### config.mk
export PLATFORM = sky130hd
export DESIGN_NAME = sbox_layer
export DESIGN_NICKNAME = d
export VERILOG_FILES = /design/src/rtl/cipher_pkg.sv /design/src/rtl/sbox_nibble.sv /design/src/rtl/sbox_layer.sv
export SDC_FILE = /design/constraint.sdc
export NUM_CORES = 1
export LEC_CHECK = 0
export CORE_MARGIN = 4
export CORE_UTILIZATION = 50
export CTS_BUF_LIST = sky130_fd_sc_hd__clkbuf_2
export DETAILED_ROUTE_END_ITERATION = 10
export MAX_ROUTING_LAYER = met4
export PLACE_DENSITY_LB_ADDON = 0.25
export SETUP_SLACK_MARGIN = 0.3
export SLEW_MARGIN = 20
export SYNTH_ARGS = -nofsm -noshare
export SYNTH_HDL_FRONTEND = slang
export SYNTH_SLANG_ARGS = --single-unit
### constraint.sdc
create_clock -name clk -period 2 [get_ports clk]
set_input_delay 0.4 -clock clk [delete_from_list [all_inputs] [get_ports clk]]
set_output_delay 0.4 -clock clk [all_outputs]
set_load 0.01 [all_outputs]
### src/rtl/cipher_pkg.sv
// Shared constants for the 128-bit block-cipher datapath: S-box tables,
// lane widths and the round-constant list consumed by hw_imp.
package cipher_pkg;

  localparam int NIB_W  = 4;
  localparam int WORD_W = 32;
  localparam int N_NIB  = 8;

  localparam logic [NIB_W-1:0] SBOX_FWD [16] = '{
    4'hC, 4'h5, 4'h6, 4'hB, 4'h9, 4'h0, 4'hA, 4'hD,
    4'h3, 4'hE, 4'hF, 4'h8, 4'h4, 4'h7, 4'h1, 4'h2
  };

  localparam logic [NIB_W-1:0] SBOX_INV [16] = '{
    4'h5, 4'hE, 4'hF, 4'h8, 4'hC, 4'h1, 4'h2, 4'hD,
    4'hB, 4'h4, 4'h6, 4'h3, 4'h0, 4'h7, 4'h9, 4'hA
  };

  localparam int N_RCON = 12;
  localparam logic [7:0] RCON [N_RCON] = '{
    8'h5A, 8'h34, 8'h73, 8'h66, 8'h57, 8'h35,
    8'h71, 8'h62, 8'h5F, 8'h25, 8'h51, 8'h22
  };

endpackage

### src/rtl/sbox_nibble.sv
// Combinational 4-bit S-box lookup; inverse selects the decrypt table.
module sbox_nibble
  import cipher_pkg::*;
(
  input  logic [NIB_W-1:0] i_nib,
  input  logic             i_inverse,
  output logic [NIB_W-1:0] o_nib
);

  always_comb begin
    o_nib = SBOX_FWD[i_nib];
    if (i_inverse) o_nib = SBOX_INV[i_nib];
  end

endmodule

### src/rtl/sbox_layer.sv
// 32-bit substitution layer: eight parallel S-box lanes with a registered
// output, one word per clock, one cycle of latency.
module sbox_layer
  import cipher_pkg::*;
(
  input  logic              clk,
  input  logic              reset,
  input  logic              in_valid,
  input  logic              inverse,
  input  logic [WORD_W-1:0] inText,
  output logic [WORD_W-1:0] outText,
  output logic              out_valid
);

  logic [WORD_W-1:0] w_sub;
  logic [WORD_W-1:0] r_out;
  logic              r_valid;

  // Lanes map in place; no nibble reordering.
  for (genvar g = 0; g < N_NIB; g++) begin : g_lane
    sbox_nibble u_nib (
      .i_nib     (inText[g*NIB_W +: NIB_W]),
      .i_inverse (inverse),
      .o_nib     (w_sub[g*NIB_W +: NIB_W])
    );
  end

  always_ff @(posedge clk) begin
    if (reset) begin
      r_out   <= '0;
      r_valid <= 1'b0;
    end else begin
      r_valid <= in_valid;
      if (in_valid) r_out <= w_sub;
    end
  end

  assign outText   = r_out;
  assign out_valid = r_valid;

endmodule

# --- After elaboration in Yosys (flattened, before gate mapping) ---
# Memories as Yosys holds them, arrays and structs flattened.
# Cells that the tools add are included.
# Widths: inputs -> output; s select.
word_totals:
  ff_bits: 33
  romBits: 1024
  mem_count: 16
  wordCells: 74
op_classes:
  bitwise: 8
  n_lt_le_gt_ge: 8
  n_mux: 40
mem_list:
  columns: ["name", "depth", "width", "rd", "rd_ports_with_merged_regs", "write_ports", "line_no", "rtl"]
  rows:
  - ["(no name shown)", 16, 4, 1, 0, 0, "sbox_nibble.sv:11", "o_nib = SBOX_FWD[i_nib];"]
  - ["(no name shown)", 16, 4, 1, 0, 0, "sbox_nibble.sv:12", "if (i_inverse) o_nib = SBOX_INV[i_nib];"]
  - ["(no name shown)", 16, 4, 1, 0, 0, "sbox_nibble.sv:11", null]
  - ["(no name shown)", 16, 4, 1, 0, 0, "sbox_nibble.sv:12", null]
  - ["(no name shown)", 16, 4, 1, 0, 0, "sbox_nibble.sv:11", null]
  - ["(no name shown)", 16, 4, 1, 0, 0, "sbox_nibble.sv:12", null]
  - ["+10 memories", null, null, null, null, null, null, null]
ops:
  columns: ["cell", "n"]
  rows:
  - ["$mux 4", 40]
  - ["$ge 5x5->1 const B", 8]
  - ["$not 4->5", 8]

# --- Depth between registers and ports, before layout ---
# Gate-level depths: netlist of the first run.
logic_depth:
  depth_word: 5
  mapped_depth: 7
  depth_no_buf: 6

# --- Hierarchy ---
# A second synthesis of the first run with hierarchy kept.
unflattened:
  cells_unflattened: 418
  area_unflattened_um2: 3817.4
by_module_without_submodules:
  columns: ["mod", "n_inst", "seq_area_each_um2", "area_each_um2", "cells_each"]
  rows:
  - ["sbox_nibble at g_lane[0].u_nib ...", 6, 0.0, 319.1, 36]
  - ["sbox_layer", 1, 660.6, 1202.4, 106]
  - ["sbox_nibble at g_lane[6].u_nib ...", 2, 0.0, 350.3, 48]

# --- Least setup slack after synthesis of the first run ---
# No wires, ideal clock.
synth_timing:
  path_type: "input port to flip-flop"
  from: "in inText[29]"
  to: "reg r_out[29], in the netlist outText[29]"
  setup_time_ns: 0.078
  setup_slack_ns: 0.278
  t_arrival_ns: 1.644
  stages: 6
  cell_sequence: "inv_1 > ha_1 > inv_1 > mux4_2 > o211a_1 > nor3_1"
synth_via:
  elab_chain_len: 5
  word_cells_on_any_way: 8
  classes_between: "mux: 5; bitwise: 1; memory: 2"
synth_rtl:
  columns: ["item", "line_no", "rtl"]
  rows:
  - ["from (decl)", "sbox_layer.sv:10", "input logic [WORD_W-1:0] inText,"]
  - ["$not 4->5 (not written as such) (*)", "sbox_nibble.sv:11, sbox_nibble.sv:12", null]
  - ["$mem_v2 16x4 (on tied branches)", null, null]
  - ["$mux 4 (on tied branches) (2 in a row)", "sbox_nibble.sv:11, sbox_nibble.sv:12", null]
  - ["$mux 4 (*)", "sbox_nibble.sv:12", null]
  - ["to (signal assigned)", "sbox_layer.sv:34", "if (in_valid) r_out <= w_sub;"]
  - ["to (decl)", "sbox_layer.sv:16", "logic [WORD_W-1:0] r_out;"]
# Every way passes the cells marked *; elsewhere a longest branch is shown, timed or not. The select of a mux whose other input is x is not followed.
# A chain may end at the register's enable or synchronous reset.

# --- Worst setup path in the final report of the first run ---
layout_timing:
  from: "in inText[16]"
  to: "reg r_out[19], in the netlist outText[19]"
# Same word-level chain as after synthesis.

==> results by group, run 1 <==
Status
  • Status: finished, final reports clean

Timing
  • Setup TNS: 0 ns
  • Final Setup Violations: 0
  • Worst-margin pin slew: around 0.43 ns
  • Final Max Tran Viols: 0
  • Relative slew slack: 0.714
  • FMAX: between 600 and 700 MHz
  • Final critical path time including I/O delays and setup: roughly 1.7 ns
  • Final Hold Violating Endpoints: 0
  • Period utilization: 0.833
  • Clock Skews: 0 ns
  • RSZ-0062 raised after global routing: yes

Power
  • Pleak: between 2 and 2.5 nW
  • Total Power: 2.03 mW
  • Worst IR Drop VDD: roughly 0.20 mV
  • PwrDens: just under 400 nW/um^2

Routing
  • Metal2 WL: ~5100 um
  • Wire length on met3: 411 um
  • Top sig layer: met4
  • DRC: 0
  • Final ANT Viol Nets: 0
  • Routed WL: between 10000 and 15000 um
  • 1st-pass router iterations: 4
  • WL met1: between 4000 and 5000 um
  • Drt wl/cell: approximately 15 um
  • Vias: 3960
  • Starting DRC count in detailed routing: between 200 and 250
  • Vias/cell: roughly 5.7

Clock network
  • Clock latency at the later pin of the worst-skew pair: between 0.3 and 0.4 ns
  • Clock tree buffer depth: 2
  • Root Buffer: clkbuf_2
  • CTS tree: yes
  • TritonCTS sink count: 33
  • CTS buffer count: 5
  • # Post-CTS Setup Buffers: 0
  • H-tree Lvls: 2
  • Post-CTS Hold Buffers: 0
  • CTS clock-pin slew for the worst setup and hold paths: 0.18 ns

Critical path
  • Largest stage delay on the critical path: between 0.4 and 0.5 ns
  • Crit path max-delay cell type: clkdlybuf4s50_1
  • Worst r2r dst: outText[8]$_SDFFE_PP0P_
  • Worst path bufs/invs: 3
  • Critical path cell sequence: clkdlybuf4s50_1 -> inv_1 -> ha_1 -> inv_1 -> mux4_2 -> nor2_1 -> o32ai_1
  • CP startpoint kind: input port
  • CP required: roughly 2.3 ns
  • Crit. Startpoint: inText[16]
  • Reg2reg start: outText[8]$_SDFFE_PP0P_
  • Top cell family by delay on the critical path: buffers and inverters
  • Reg2reg setup slack: around 1.2 ns
  • Worst R2R Path Depth: 3
  • Critical path class: input port to register
  • CP most frequent cell: inv_1
  • Largest fanout on the critical path: 3
  • Arrival time worst endpoint: between 1.5 and 2 ns
  • Setup crit end kind: register

Floorplanning
  • # rows: 31
  • Boundary Pins: 69
  • Starting density of the core: 0.515
  • Core region area: approximately 7300 um^2
  • Die ar.: approximately 9000 um^2
  • Die Ht: 94.7 um
  • Die W: around 95 um

Worst hold path
  • Hold worst-path end: outText[16]$_SDFFE_PP0P_
  • Min-delay src: in_valid
  • Class of the tightest hold or removal check: input port to register
  • Hold path depth: 3

Global route
  • Initial antenna violation count: 0
  • Grt ovf: 0
  • Largest net degree at the start of global routing: 32
  • Total track usage: 0.234
  • First-pass GRT wire length: 16800 um
  • Vias in the first global route: 3726

Synth
  • Synth Flop Type: dfxtp_1
  • Seq/Total Area, Yosys: 0.176
  • Syn Std Cell Area: about 3800 um^2
  • Cells after synthesis: 485
  • Syn avg cell area: ~7.7 um^2
  • Synth Net Count: just under 600
  • Post-synth cell types: 56
  • Synthesis Warnings: 0
  • Post-synth ARST share: 0
  • Register bit total from synthesis: 33
  • Post-synth EDFFs: 0

Final layout
  • FILL cells: ~640
  • Reg area: 682 um^2
  • Post-route cell area: just over 5000 um^2
  • Area grow syn2layout: 36.6%
  • Fraction of layout cells with a size suffix above 1: 0.225
  • Ant diodes: 0
  • Nets: between 600 and 700
  • Footprint of the multi-input gates: about 2900 um^2

Placement
  • DP Area: 4930 um^2
  • Post-DP HPWL: between 7000 and 8000 um
  • PortBufs: just under 70
  • Placer congestion estimate: about 0.93

Job
  • Maximum capacitance violations: 0
-- worst min-delay path, stage by stage --
cell	delay, ns
buf_2	0.22
nor2_1	0.14
a211oi_1	0.05
-- kinds of logic after synthesis --
logic type               after synthesis  share of synthesized area
AND/OR/NAND/NOR                      149                      0.192
flip-flops                            33                      0.176
multiplexers                          10                     0.0506
AO/OA/AOI/OAI                        158                      0.301
adder cells (fa/ha/maj)               56                      0.187
XOR/XNOR                               2                    0.00467
buffers and inverters                 77                     0.0893
-- stage by stage --
step	worst slack, ns	hold slack, ns	instances	util
after floorplan	0.326	0.490	485	-
after global placement	-0.150	0.458	683	0.676
after detailed placement	-0.243	0.467	683	0.676
after CTS	0.251	0.447	691	0.686
after global routing	0.273	0.454	691	0.704
final	0.335	0.457	691	0.704
-- layout make-up --
class	count	share of cell area
flip-flops and latches	33	0.133
multi-input cells	375	0.566
clock buffers	5	0.00488
clock inverters	3	0.00244
inverters	36	0.0263
repair buffers	140	0.243
well taps	99	0.0241
-- report_power, final --
group / internal, mW / switching [mW] / leakage, nW
sequential: 0.719 / 0.0298 / 0.279
combinational: 0.478 / 0.481 / 2.18
clock: 0.0766 / 0.242 / 0.0278
total: 1.27 / 0.752 / 2.48
-- per-layer routing --
metal,vias up,global-route usage
met4,0,0.0493
met2,85,0.405
met5,-,-
li1,1974,-
met3,12,0.0335
met1,1889,0.288
-- placed cells by master, fill, tap and decap left out, types with 5 or more instances in the layout --
cell type / instances
nor2_1: 38
clkbuf_2: 5
o211a_1: 6
mux4_2: 7
dfxtp_1: 16
o211ai_1: 11
ha_1: 48
nand2_1: 47
dlygate4sd2_1: 23
ha_4: 6
o32ai_1: 8
o21ai_0: 30
inv_1: 30
a21oi_1: 19
a311oi_1: 7
clkdlybuf4s50_1: 27
nor3_1: 7
nor2b_1: 12
buf_4: 70
a211o_1: 5
dlymetal6s2s_1: 16
dfxtp_2: 17
a211oi_1: 16
inv_2: 6
nand3b_1: 5
a31oi_1: 7
nand2b_1: 18
o311a_1: 5
-- flip-flops by register name (all words and copies together) (netlist names) --
name	cells
out_valid	1
outText	32
-- cells in the mapped netlist, types with 3 or more instances --
master     n  area [um^2]
o311ai_0   4         35.0
nor2b_1   12         75.1
mux4_2     7          158
o32ai_1   10         87.6
nor4_1     3         18.8
ha_1      56          701
nor3_1     7         35.0
o31ai_1    5         37.5
o311ai_1   3         26.3
inv_1     35          131
nand3b_1   5         37.5
o221ai_1   3         26.3
nand2b_1  18          113
o211a_1    6         60.1
a211oi_1  17          128
a311oi_1   9         78.8
a31oi_1    7         43.8
nor2_1    39          146
buf_2     13         65.1
or3_1      3         18.8
o211ai_1  11         82.6
buf_6      4         45.0
a21oi_1   20          100
o21bai_1   4         30.0
clkbuf_1  23         86.3
a211o_1    5         43.8
dfxtp_1   33          661
nand2_1   47          176
nor3b_1    3         22.5
o311a_1    5         50.1
o21ai_0   33          165
nand3_1    4         20.0
-- timing repair --
item / CTS / global route
pin swaps: 4 / 11
resized for setup: 45 / 39
gates cloned: 0 / 0
endpoints found under the setup margin: 33 / 34
endpoints found under the hold margin: 0 / 0
-- worst max path at each step --
stage                                           to  slack [ns]  depth (start not counted)
after CTS                  outText[6]$_SDFFE_PP0P_        0.25                          7
final                     outText[19]$_SDFFE_PP0P_        0.33                          7
after global routing       outText[6]$_SDFFE_PP0P_        0.27                          7
after global placement    outText[29]$_SDFFE_PP0P_       -0.15                          7
after detailed placement   outText[6]$_SDFFE_PP0P_       -0.24                          7
after floorplan           outText[29]$_SDFFE_PP0P_        0.33                          6
Power figures use the tool's default switching activity.
==> run 2: changes to the inputs <==
==> constraint.sdc (replaced) <==
create_clock -name clk -period 1.4 [get_ports clk]
set_input_delay 0.28 -clock clk [delete_from_list [all_inputs] [get_ports clk]]
set_output_delay 0.28 -clock clk [all_outputs]
set_load 0.01 [all_outputs]
==> run 2 against run 1 <==
  * First-iteration DRC count grew 25%
  * Power grew 68%
  * Combinational power grew 92%
==> results by group, run 2 (synthesized netlist as in run 1, its figures left out) <==
Floorplanning
  • Die W: 94.7 um (unchanged)
  • Starting density of the core: 0.515 (unchanged)
  • Boundary Pins: 69 (unchanged)
  • Core region area: 7290 um^2 (unchanged)
  • Die ar.: 8960 um^2 (unchanged)
  • # rows: 31 (unchanged)
  • Die Ht: 94.7 um (unchanged)

Clock network
  • CTS tree: yes
  • Root Buffer: clkbuf_2
  • Clock tree buffer depth: 2 (unchanged)
  • Clock latency at the later pin of the worst-skew pair: 0.39 ns (+0.02 ns)
  • H-tree Lvls: 2 (unchanged)
  • CTS clock-pin slew for the worst setup and hold paths: 0.18 ns (about the same)
  • TritonCTS sink count: 33 (unchanged)
  • CTS buffer count: 5 (unchanged)

Timing
  • Clock Skews: 0 ns (unchanged)
  • Period utilization: 0.917
  • RSZ-0062 raised after global routing: yes
  • Final Max Tran Viols: 0 (unchanged)
  • Final Hold Violating Endpoints: 0 (unchanged)
  • FMAX: between 700 and 800 MHz
  • Tightest hold margin: 0.252 ns (-0.205 ns)
  • Final critical path time including I/O delays and setup: around 1.3 ns
  • Setup ws final: 0.116 ns (-0.219 ns)
  • Setup TNS: 0 ns (unchanged)
  • Final Setup Violations: 0 (unchanged)
  • Worst-margin pin slew: 0.371 ns (-0.0590 ns)
  • Relative slew slack: 0.753 (+0.0393)

Placement
  • Placer congestion estimate: 0.903 (-2.5%)
  • Placed cells: 719 (+5.3%)
  • Post-DP HPWL: 8790 um (+12%)
  • PortBufs: 68 (unchanged)
  • DP Area: 5410 um^2 (+9.7%)
  • Pre-CTS setup slack: -0.785 ns (-0.542 ns)

Critical path
  • CP startpoint kind: input port
  • Crit. Startpoint: inText[29]
  • Reg2reg start: outText[26]$_SDFFE_PP0P_
  • Critical path class: input port to register
  • Setup crit end kind: register
  • Arrival time worst endpoint: 1.61 ns (-0.32 ns)
  • Largest fanout on the critical path: 3 (unchanged)
  • CP required: 1.72 ns (-0.55 ns)

Routing
  • Vias: 4489 (+13%)
  • Drt wl/cell: 17.3 um (+14%)
  • 1st-pass router iterations: 6 (+2)
  • Vias/cell: 5.97 (+4.2%)
  • Starting DRC count in detailed routing: 264 (+25%)
  • Final ANT Viol Nets: 0 (unchanged)
  • Routed WL: 13000 um (+24%)
  • DRC: 0 (unchanged)

Worst hold path
  • Min-delay src: in_valid
  • Class of the tightest hold or removal check: input port to register

Final layout
  • Final core utilization: 0.848 (+0.145)
  • Max reg flops: 32 (unchanged)
  • Most common cell after layout, fill and taps aside: buf_4
  • Reg area: 702 um^2 (+2.9%)
  • Post-route insts no fill: 752 (+8.8%)
  • Nets: 746 (+9.2%)
  • Ant diodes: 0 (unchanged)
  • Commonest non-fill, non-tap cells in the layout: buf_4 (111), buf_6 (58), nand2_1 (41)
  • FILL cells: 426 (-33%)
  • Area grow syn2layout: 64.8%
  • Fraction of layout cells with a size suffix above 1: 0.527 (+0.302)
  • Post-route cell area: 6190 um^2 (+21%)
  • Footprint of the multi-input gates: 3300 um^2 (+14%)

Power
  • Power share of the clock group: 0.135 (-0.022)
  • Gate power share: 0.542 (+0.069)
  • Worst IR Drop VDD: 0.325 mV (+64%)
  • Sw frac: 0.380 (+0.00830)
  • Sequential Power Share: 0.323 (-0.047)
  • Total Power: 3.40 mW (+68%)
  • Pint: 2.11 mW (+66%)
  • PwrDens: 549 nW/um^2 (+39%)
  • Sw Pwr: 1.29 mW (+71%)
  • Pleak: 2.72 nW (+9.7%)

Global route
  • Grt ovf: 0 (unchanged)
  • First-pass GRT wire length: 19900 um (+18%)
  • Initial antenna violation count: 0 (unchanged)
  • Largest net degree at the start of global routing: 25 (-22%)
  • Vias in the first global route: 4374 (+17%)
  • Total track usage: 0.283 (+0.0491)

Job
  • Maximum capacitance violations: 0 (unchanged)

Status
  • Status: finished, final reports clean
-- run 2: timing repair --
| action | CTS | global route |
|---|---|---|
| resized for setup | 352 | 67 |
| setup buffers | 19 | 7 |
| hold buffers | 0 | 0 |
| pin swaps | 40 | 50 |
| endpoints found under the setup margin | 65 | 61 |
| gates cloned | 0 | 1 |
-- run 2: path summary, 6_finish.rpt --
kind	to	slack [ns]	cells after the start
setup / recovery	outText[30]$_SDFFE_PP0P_	0.12	8
hold / removal	outText[7]$_SDFFE_PP0P_	0.25	2
setup reg to reg	outText[26]$_SDFFE_PP0P_	0.53	3
hold reg to reg	outText[11]$_SDFFE_PP0P_	0.49	2
-- run 2: worst max-delay path, cell delays in order --
cell and delay [ns]:
buf_8 0.10, clkinvlp_4 0.09, buf_6 0.13, buf_4 0.11
ha_1 0.14, a21oi_1 0.09, mux4_2 0.50, a211oi_2 0.18
-- run 2: metal layers --
layer,vias up,GRT usage,wire length [um]
met3,58,0.0470,853
met5,-,-,0
met4,0,0.117,489
met2,199,0.516,6890
li1,2100,-,-
met1,2132,0.301,4750
-- run 2: layout make-up --
class                   instances  share of cell area
multi-input cells             375               0.534
repair buffers                203               0.298
flip-flops and latches         33               0.113
inverters                      36              0.0297
well taps                      99              0.0200
clock buffers                   5             0.00404
clock inverters                 1            0.000809
-- run 2: power by group through the flow --
stage / registers [mW] / logic, mW / clock network, mW
floorplan: 1.11 / 0.785 / 0
global placement: 1.08 / 1.47 / 0
detailed placement: 1.09 / 1.53 / 0
CTS: 1.10 / 1.65 / 0.464
global route: 1.10 / 1.98 / 0.513
finish: 1.10 / 1.84 / 0.459
==> run 3: changes to the inputs <==
--- a/config.mk
+++ b/config.mk
@@ -7,8 +7,8 @@
 export LEC_CHECK = 0
 export CORE_MARGIN = 4
 export CORE_UTILIZATION = 50
-export CTS_BUF_LIST = sky130_fd_sc_hd__clkbuf_2
 export DETAILED_ROUTE_END_ITERATION = 10
+export GPL_ROUTABILITY_DRIVEN = 0
 export MAX_ROUTING_LAYER = met4
 export PLACE_DENSITY_LB_ADDON = 0.25
 export SETUP_SLACK_MARGIN = 0.3
==> constraint.sdc (replaced) <==
create_clock -name clk -period 1.65 [get_ports clk]
set_input_delay 0.33 -clock clk [delete_from_list [all_inputs] [get_ports clk]]
set_output_delay 0.33 -clock clk [all_outputs]
set_load 0.01 [all_outputs]
==> run 3 against run 2 <==
  * Via count fell by 7.8%
  * Highest routed layer unchanged
  * Sequential power fell by 18%
  * Routed wire length fell by 13%
  * Critical path depth did not move
  * Cell area fell by 8.4%
  * Worst hold slack improved by 0.22 ns
  * Clock skew did not move
==> results by group, run 3 (synthesized netlist as in run 1, its figures left out) <==
Timing
  • FMAX: 670 MHz
  • RSZ-0062 raised after global routing: yes
  • Period utilization: 0.905
  • Relative slew slack: 0.763 (+0.0104)
  • Final Hold Violating Endpoints: 0 (unchanged)
  • Worst-margin pin slew: 0.351 ns (-0.0201 ns)
  • Clock Skews: 0 ns (unchanged)
  • Final critical path time including I/O delays and setup: 1.49 ns
  • Final Max Tran Viols: 0 (unchanged)
  • Final Setup Violations: 0 (unchanged)

Floorplanning
  • Boundary Pins: 69 (unchanged)
  • Die W: 94.7 um (unchanged)
  • Core region area: 7290 um^2 (unchanged)
  • Starting density of the core: 0.515 (unchanged)
  • Die Ht: 94.7 um (unchanged)
  • # rows: 31 (unchanged)
  • Die ar.: 8960 um^2 (unchanged)

Final layout
  • Fraction of layout cells with a size suffix above 1: 0.358 (-0.169)
  • Ant diodes: 0 (unchanged)
  • Final core utilization: 0.777 (-0.0710)
  • Area grow syn2layout: 51.0%
  • Most common cell after layout, fill and taps aside: buf_4
  • FILL cells: 564 (+32%)
  • Commonest non-fill, non-tap cells in the layout: buf_4 (93), dlygate4sd2_1 (47), nand2_1 (44)
  • Nets: 717 (-3.9%)
  • Max reg flops: 32 (unchanged)

Power
  • Sw Pwr: 1.02 mW (-21%)
  • PwrDens: 536 nW/um^2 (-2.4%)
  • Gate power share: 0.437 (-0.105)
  • Pleak: 2.56 nW (-6.0%)
  • Worst IR Drop VDD: 0.348 mV (+7.1%)
  • Sw frac: 0.336 (-0.0441)
  • Power share of the clock group: 0.267 (+0.132)
  • Sequential Power Share: 0.296 (-0.027)
  • Total Power: 3.04 mW (-11%)
  • Pint: 2.02 mW (-4.2%)

Clock network
  • CTS tree: yes
  • TritonCTS sink count: 33 (unchanged)
  • Root Buffer: clkbuf_8
  • CTS buffer count: 5 (unchanged)
  • H-tree Lvls: 2 (unchanged)
  • Clock tree buffer depth: 2 (unchanged)
  • CTS clock-pin slew for the worst setup and hold paths: 0.08 ns (-0.10 ns)
  • Clock latency at the later pin of the worst-skew pair: 0.28 ns (-0.11 ns)

Status
  • Status: finished, final reports clean

Placement
  • PortBufs: 68 (unchanged)
  • Post-DP HPWL: 7940 um (-9.6%)

Global route
  • Vias in the first global route: 3996 (-8.6%)
  • First-pass GRT wire length: 17900 um (-10%)
  • Total track usage: 0.249 (-0.0339)
  • Largest net degree at the start of global routing: 31 (+24%)
  • Initial antenna violation count: 0 (unchanged)
  • Grt ovf: 0 (unchanged)

Routing
  • Final ANT Viol Nets: 0 (unchanged)
  • Drt wl/cell: 15.5 um (-10%)
  • Vias: 4137 (-7.8%)
  • 1st-pass router iterations: 4 (-2)
  • Routed WL: 11200 um (-13%)
  • DRC: 0 (unchanged)
  • Vias/cell: 5.71 (-4.4%)
  • Starting DRC count in detailed routing: 246 (-6.8%)

Critical path
  • Setup crit end kind: register
  • CP startpoint kind: input port
  • Largest fanout on the critical path: 4 (+1)
  • Arrival time worst endpoint: 1.71 ns (+0.10 ns)
  • CP required: 1.87 ns (+0.15 ns)
  • Largest stage delay on the critical path: 0.46 ns (-0.04 ns)
  • Critical path cell sequence: buf_8 -> clkinvlp_4 -> ha_4 -> buf_6 -> nand2_4 -> o21ai_2 -> mux4_2 -> a211oi_2
  • Crit path max-delay cell type: mux4_2
  • Critical path class: input port to register

Job
  • Maximum capacitance violations: 0 (unchanged)

Worst hold path
  • Class of the tightest hold or removal check: register to register
run 3: power by group through the flow:
stage | logic, mW | registers [mW] | clock network [mW]
finish | 1.33 | 0.900 | 0.813
detailed placement | 1.22 | 0.920 | 0
floorplan | 0.638 | 0.946 | 0
CTS | 1.22 | 0.900 | 0.826
global route | 1.45 | 0.907 | 0.860
global placement | 1.19 | 0.918 | 0
run 3: timing repair:
action	in CTS	in global routing
buffers inserted	10	5
endpoints found under the setup margin	65	30
pin swaps	33	34
resized for setup	146	69
cloned	0	0
hold buffers	0	0
run 3: worst paths after layout:
check / startpoint / to / slack, ns / cells past startpoint
worst min register to register: outText[11]$_SDFFE_PP0P_ / outText[11]$_SDFFE_PP0P_ / 0.47 / 2
worst max-delay path: inText[29] / outText[30]$_SDFFE_PP0P_ / 0.16 / 8
worst min-delay path: outText[11]$_SDFFE_PP0P_ / outText[11]$_SDFFE_PP0P_ / 0.47 / 2
worst max register to register: outText[8]$_SDFFE_PP0P_ / outText[8]$_SDFFE_PP0P_ / 0.87 / 3
run 3: layer usage:
metal	vias up	global-route usage	share of wire
li1	2039	-	-
met1	1977	0.295	0.43
met3	12	0.0414	0.050
met2	109	0.444	0.51
met5	-	-	0
met4	0	0.0481	0.0090
run 3: layout make-up:
class | count | area, um^2 | area share
multi-input cells | 375 | 3130 | 0.552
inverters | 36 | 183 | 0.0322
well taps | 99 | 124 | 0.0218
repair buffers | 174 | 1450 | 0.256
clock inverters | 2 | 37.5 | 0.00662
clock buffers | 6 | 82.6 | 0.0146
flip-flops and latches | 33 | 661 | 0.117
run 3: metrics by stage:
step                      setup slack, ns  instances  cell area [um^2]  setup TNS [ns]  hold WS, ns
after global placement             -0.521        702              5240          -10.70        0.457
final                               0.157        725              5670               0        0.470
after floorplan                    0.0471        485              3930               0        0.490
after CTS                           0.133        720              5450               0        0.466
after detailed placement           -0.583        702              5240          -12.05        0.464
after global routing                0.135        725              5670               0        0.507
run 3: worst max-delay path: cells and delay by family:
| kind | cells | cell delay, ns |
|---|---|---|
| AO/OA/AOI/OAI | 2 | 0.27 |
| adder cells (fa/ha/maj) | 1 | 0.28 |
| buffers and inverters | 3 | 0.31 |
| multiplexers | 1 | 0.46 |
| AND/OR/NAND/NOR | 1 | 0.06 |
